**src/rtl/led_port_viewer_if.sv**
```systemverilog
// rtl/led_port_viewer_if.sv - port data, button and LED/select bundle for led_port_viewer
interface led_port_viewer_if #(
    parameter int WIDTH  = 32,
    parameter int NPORTS = 4,
    parameter int LED_W  = 16
);
    localparam int NSLICE  = WIDTH / LED_W;
    localparam int SEL_W   = (NPORTS > 1) ? $clog2(NPORTS) : 1;
    localparam int SLICE_W = (NSLICE > 1) ? $clog2(NSLICE) : 1;

    logic [NPORTS*WIDTH-1:0] port_data;
    logic                    btn_next;
    logic                    btn_slice;
    logic [LED_W-1:0]        led;
    logic [SEL_W-1:0]        sel;
    logic [SLICE_W-1:0]      slice;

    modport master (
        output port_data, btn_next, btn_slice,
        input  led, sel, slice
    );

    modport slave (
        input  port_data, btn_next, btn_slice,
        output led, sel, slice
    );
endinterface

```
**src/rtl/led_port_viewer.sv**
```systemverilog
// rtl/led_port_viewer.sv - debounced-button viewer of processor ports on LEDs; LED_VIEW_FLASH_EN adds a channel indicator
module led_port_viewer #(
    parameter int WIDTH           = 32,
    parameter int NPORTS          = 4,
    parameter int LED_W           = 16,
    parameter int DEBOUNCE_CYCLES = 1000000,
    parameter int FLASH_CYCLES    = 50000000
) (
    input  logic             clk,
    input  logic             reset,
    led_port_viewer_if.slave bus
);
    localparam int NSLICE  = WIDTH / LED_W;
    localparam int SEL_W   = (NPORTS > 1) ? $clog2(NPORTS) : 1;
    localparam int SLICE_W = (NSLICE > 1) ? $clog2(NSLICE) : 1;
    localparam int CNT_W   = (DEBOUNCE_CYCLES > 1) ? $clog2(DEBOUNCE_CYCLES) : 1;

    localparam logic [CNT_W-1:0]   CNT_LAST   = CNT_W'(DEBOUNCE_CYCLES - 1);
    localparam logic [SEL_W-1:0]   SEL_LAST   = SEL_W'(NPORTS - 1);
    localparam logic [SLICE_W-1:0] SLICE_LAST = SLICE_W'(NSLICE - 1);

    // bit 0 = next button, bit 1 = slice button
    logic [1:0]       w_btn;
    logic [1:0]       r_sync1;
    logic [1:0]       r_s;
    logic [1:0]       r_d;
    logic [1:0]       r_d_q;
    logic [CNT_W-1:0] r_cnt [2];
    logic [1:0]       w_press;
    logic             w_next;
    logic             w_slc;

    logic [SEL_W-1:0]   r_sel;
    logic [SLICE_W-1:0] r_slice;
    logic [LED_W-1:0]   r_led;
    logic [LED_W-1:0]   w_led_data;
    logic [LED_W-1:0]   w_led_next;
    logic [WIDTH-1:0]   w_ports [NPORTS];
    logic [WIDTH-1:0]   w_port_sel;

    assign w_btn   = {bus.btn_slice, bus.btn_next};
    assign w_press = r_d & ~r_d_q;
    assign w_next  = w_press[0];
    assign w_slc   = w_press[1];

    always_ff @(posedge clk or posedge reset) begin
        if (reset) begin
            r_sync1 <= '0;
            r_s     <= '0;
            r_d     <= '0;
            r_d_q   <= '0;
            for (int b = 0; b < 2; b++) r_cnt[b] <= '0;
        end else begin
            r_sync1 <= w_btn;
            r_s     <= r_sync1;
            r_d_q   <= r_d;
            // any agreement between s and d restarts the count, rejecting glitches
            for (int b = 0; b < 2; b++) begin
                if (r_s[b] == r_d[b]) begin
                    r_cnt[b] <= '0;
                end else if (r_cnt[b] == CNT_LAST) begin
                    r_d[b]   <= r_s[b];
                    r_cnt[b] <= '0;
                end else begin
                    r_cnt[b] <= r_cnt[b] + 1'b1;
                end
            end
        end
    end

    always_ff @(posedge clk or posedge reset) begin
        if (reset) begin
            r_sel   <= '0;
            r_slice <= '0;
        end else if (w_next) begin
            r_sel   <= (r_sel == SEL_LAST) ? '0 : r_sel + 1'b1;
            r_slice <= '0;
        end else if (w_slc && (NSLICE > 1)) begin
            r_slice <= (r_slice == SLICE_LAST) ? '0 : r_slice + 1'b1;
        end
    end

    for (genvar k = 0; k < NPORTS; k++) begin : g_port
        assign w_ports[k] = bus.port_data[k*WIDTH +: WIDTH];
    end

    assign w_port_sel = w_ports[r_sel];

    if (NSLICE > 1) begin : g_multi_slice
        logic [LED_W-1:0] w_slices [NSLICE];
        for (genvar j = 0; j < NSLICE; j++) begin : g_slice
            assign w_slices[j] = w_port_sel[j*LED_W +: LED_W];
        end
        assign w_led_data = w_slices[r_slice];
    end else begin : g_single_slice
        assign w_led_data = w_port_sel[LED_W-1:0];
    end

`ifdef LED_VIEW_FLASH_EN
    localparam int FL_W = $clog2(FLASH_CYCLES + 1);
    logic [FL_W-1:0] r_flash_cnt;

    // loaded on the same edge sel advances, so the one-hot shows the new sel
    always_ff @(posedge clk or posedge reset) begin
        if (reset) begin
            r_flash_cnt <= '0;
        end else if (w_next) begin
            r_flash_cnt <= FL_W'(FLASH_CYCLES);
        end else if (r_flash_cnt != '0) begin
            r_flash_cnt <= r_flash_cnt - 1'b1;
        end
    end

    always_comb begin
        w_led_next = w_led_data;
        if (r_flash_cnt != '0) w_led_next = LED_W'(1) << r_sel;
    end
`else
    assign w_led_next = w_led_data;
`endif

    always_ff @(posedge clk or posedge reset) begin
        if (reset) r_led <= '0;
        else       r_led <= w_led_next;
    end

    assign bus.led   = r_led;
    assign bus.sel   = r_sel;
    assign bus.slice = r_slice;
endmodule

```
**src/flat_wrapper.sv**
```systemverilog
// flat-port wrapper written by rule: the top's interface ports become plain ports
module led_port_viewer_flat 
#(
    parameter int WIDTH           = 32,
    parameter int NPORTS          = 4,
    parameter int LED_W           = 16,
    parameter int DEBOUNCE_CYCLES = 1000000,
    parameter int FLASH_CYCLES    = 50000000
)
  (clk, reset, bus_port_data, bus_btn_next, bus_btn_slice, bus_led, bus_sel, bus_slice);
  led_port_viewer_if #(.WIDTH(WIDTH), .NPORTS(NPORTS), .LED_W(LED_W)) bus_i ();
  input  logic clk;
  input  logic reset;
  input wire logic [$bits(bus_i.port_data)-1:0] bus_port_data;
  input wire logic [$bits(bus_i.btn_next)-1:0] bus_btn_next;
  input wire logic [$bits(bus_i.btn_slice)-1:0] bus_btn_slice;
  output wire logic [$bits(bus_i.led)-1:0] bus_led;
  output wire logic [$bits(bus_i.sel)-1:0] bus_sel;
  output wire logic [$bits(bus_i.slice)-1:0] bus_slice;
  assign bus_i.port_data = bus_port_data;
  assign bus_i.btn_next = bus_btn_next;
  assign bus_i.btn_slice = bus_btn_slice;
  assign bus_led = bus_i.led;
  assign bus_sel = bus_i.sel;
  assign bus_slice = bus_i.slice;
  led_port_viewer #(.WIDTH(WIDTH), .NPORTS(NPORTS), .LED_W(LED_W), .DEBOUNCE_CYCLES(DEBOUNCE_CYCLES), .FLASH_CYCLES(FLASH_CYCLES)) u_core (.clk(clk), .reset(reset), .bus(bus_i));
endmodule
```
**config.mk**
```make
export PLATFORM = sky130hd
export DESIGN_NAME = led_port_viewer_flat
export DESIGN_NICKNAME = d
export VERILOG_FILES = /design/src/rtl/led_port_viewer_if.sv /design/src/rtl/led_port_viewer.sv /design/src/flat_wrapper.sv
export SDC_FILE = /design/constraint.sdc
export NUM_CORES = 1
export LEC_CHECK = 0
export BUFFER_PORTS_ARGS = -buffer_cell sky130_fd_sc_hd__buf_4
export CAP_MARGIN = 20
export CORE_ASPECT_RATIO = 0.6
export CORE_UTILIZATION = 35
export CTS_BUF_LIST = sky130_fd_sc_hd__clkbuf_8
export DETAILED_ROUTE_END_ITERATION = 6
export PLACE_DENSITY = 0.59
export SLEW_MARGIN = 20
export SYNTH_ARGS = -nofsm -noshare
export SYNTH_HDL_FRONTEND = slang
export SYNTH_SLANG_ARGS = --single-unit
```
**constraint.sdc**
```tcl
create_clock -name clk -period 3.19 [get_ports clk]
set_input_delay 0.638 -clock clk [delete_from_list [all_inputs] [get_ports clk]]
set_output_delay 0.638 -clock clk [all_outputs]
set_load 0.02 [all_outputs]
```
==> metrics <==
status complete, no violations; Worst R2R Start u_core.r_cnt[8]$_DFF_PP0_; max-cap violations 0; Synth Area in XOR/XNOR 5.17%; Bufs and invs on worst path 1; Post-CTS Setup Bufs 0; vias in the first global route between 2000 and 3000; Top delay family on crit path simple AND/OR/NAND/NOR gates; Crit path arrival time roughly 2400 ps; Hold-fix buffers, CTS 0; largest net degree at the start of global routing 38; Nets 596; final hold violation count 0; CTS tree done; CP max-delay cell or4_1; hold endpoint u_core.r_s[0]$_DFF_PP0_; post-synth cell types 32; Max Transition Viols Final 0; Critical Path RT between 3000 and 4000 ps; Post-DRT Antenna Nets 0; # fillers 900; first-pass GRT wire length 15.5 mm; Post-Syn Area 3720 sq um; Inserted Diodes 0; layout cell share with drive strength beyond 1 about half; Clock Sinks between 60 and 70; Synth Instances 311; PwrDens ~350 nW/um^2; Fin Clk Skew 5.75 ps; I/O pins between 150 and 200; flops & latches, synth 67; CTS resizes 0; setup violators final 0; initial core utilization 36.9%; multi-input combinational cell area 1950 sq um; Design Power 0.00181 W; hold_sp u_core.r_sync1[0]$_DFF_PP0_; mux cell area share after synthesis 25.4%; largest stage delay on the critical path 580 ps; total congestion overflow 0; post-DP HPWL 7.83 mm; Slew @ Worst Pin 699 ps; WHS ~350 ps; htree depth 3; GP Congestion 0.837; reg-to-reg endpoint u_core.r_cnt[10]$_DFF_PP0_; total negative slack 0 ps; TritonRoute pass-1 iters 4; synthesis-to-finish area growth 39.6%; HP Class register to register; Period minus WS final 2120 ps; Post-Synth Simple-Gate Area 15.5%; Ys Warns 0; DR vias/cell 5.10; TritonCTS buffer count 9; Via Count 3063; DRC viols 0; CP Cell Sequence or4b_1 > or4_1 > o21ai_1 > buf_4 > nor2_1; PortBufs 150; crit path kind register to register; Synth Area in Compound Gates 5.21%; Critical Path Fanout Max 20; Rel. slew slack a little over half; Tot GR Track Use between 10% and 20%; most frequent cells in the layout buf_4 (155), dfrtp_1 (66), mux4_2 (32); startpoint class of the critical path register; Static Leak approximately 2.2 nW; Die Ht around 82 um; Seq. cell area 1680 sq um; fin util roughly 52%; r2r setup slk approximately 1100 ps; row cnt 28; Die X 135 um; Hold Path Stages 0; most common cell after layout, fill and taps aside buf_4; Worst Setup End Kind register; post-synthesis adder-cell area fraction under 10%; placed cell areas 5010 sq um; syn nets 446; clock insertion delay at the later pin of the skew report roughly 350 ps; Floorplan Core Area 10100 sq um; routed wire length 9.93 mm; design area between 5000 and 6000 sq um; main combinational cell family by area after synthesis multiplexers; 1st-iter DRT viols 167; f_max about 470 MHz; Die ar. 11100 sq um; reg2reg path depth 5; RSZ-0062 raised after global routing no; Seq/Total Area, Yosys 45.0%; maximum VDD drop 0.000168 V; post-synthesis average cell area between 10 and 15 sq um; WL/cell 16.5 um; Reg clk slew, reported paths 70 ps; period utilization 66.5%; clock buffer depth 2; Root Driver clkbuf_8; initial antenna violation count 0
kinds of logic after synthesis:
family / count (synthesis)
muxes: 52
buffers and inverters: 25
xor gates and xnor gates: 22
DFF: 67
and+or+nand+nor: 106
adders and majority gates: 3
AOI/OAI and AO/OA: 36
state kept, by name, indices dropped and copies added, names as in the netlist:
| register | cells |
|---|---|
| u_core.r_cnt | 40 |
| u_core.bus.led | 16 |
| u_core.bus.sel | 2 |
| u_core.r_d | 2 |
| u_core.r_d_q | 2 |
| u_core.r_s | 2 |
| u_core.r_sync1 | 2 |
| u_core.bus.slice | 1 |
worst max-delay path by stage:
stage	startpoint	end	slack, ps	cells after the start
after floorplan	reset	u_core.bus.led[0]$_DFF_PP0_	870	1
after global placement	u_core.r_cnt[8]$_DFF_PP0_	u_core.r_cnt[2]$_DFF_PP0_	1090	5
after detailed placement	u_core.r_cnt[7]$_DFF_PP0_	u_core.r_cnt[10]$_DFF_PP0_	1080	5
after CTS	u_core.bus.sel[0]$_DFFE_PP0P_	bus_sel[0]	1020	2
after global routing	u_core.r_cnt[0]$_DFF_PP0_	u_core.r_cnt[18]$_DFF_PP0_	900	5
final	u_core.r_cnt[8]$_DFF_PP0_	u_core.r_cnt[10]$_DFF_PP0_	1070	5
cells in the mapped netlist:
library cell | number | area share [%]
nor2b_1 | 3 | 0.50
or4_1 | 9 | 1.8
or3_1 | 11 | 1.8
nor4b_1 | 1 | 0.24
nand2_1 | 11 | 1.1
buf_2 | 7 | 0.94
nor3_1 | 3 | 0.40
nand2b_1 | 1 | 0.17
xnor2_1 | 11 | 2.6
a21oi_1 | 16 | 2.1
clkbuf_1 | 10 | 1.0
o21ai_1 | 2 | 0.27
mux4_2 | 32 | 19
or4_4 | 1 | 0.30
nand3_1 | 17 | 2.3
nand3_2 | 2 | 0.54
xor2_1 | 11 | 2.6
and3_1 | 5 | 0.84
and2_1 | 3 | 0.50
nor4_1 | 3 | 0.50
o31ai_1 | 4 | 0.81
nand4_1 | 6 | 1.0
nor2_1 | 27 | 2.7
o21ai_0 | 13 | 1.7
and3_2 | 1 | 0.20
mux2_2 | 20 | 6.0
a21oi_2 | 1 | 0.24
dfrtp_1 | 67 | 45
inv_1 | 8 | 0.81
ha_1 | 3 | 1.0
or3_2 | 1 | 0.20
or4b_1 | 1 | 0.27
layer usage:
metal  track usage (%)  vias to the layer above  routed length, um
li1                  -                     1467                  -
met1              25.1                     1496               4330
met2              28.2                       91               4590
met3              8.83                        9                898
met4              6.40                        0                120
met5                 0                        -                  0
layout make-up:
class,count,share of cell area (%)
Multi-Input combinational cell,219,37.4
Sequential cell,67,32.3
Timing Repair Buffer,156,22.8
Tap cell,135,3.25
Clock buffer,10,2.65
Clock inverter,6,1.08
Inverter,8,0.577
report_power, final:
part	leakage, nW	internal, W	switching [W]
logic	1.26	0.000157	0.0000810
clock network	0.103	0.000375	0.000314
registers	0.883	0.000868	0.0000110
metrics by stage:
step                setup slack (ps)  cells
floorplan                        869    311
global placement                1090    585
detailed placement              1080    585
CTS                             1020    601
global route                     903    601
finish                          1070    601
Note: power is estimated with default switching activity, not from simulation.
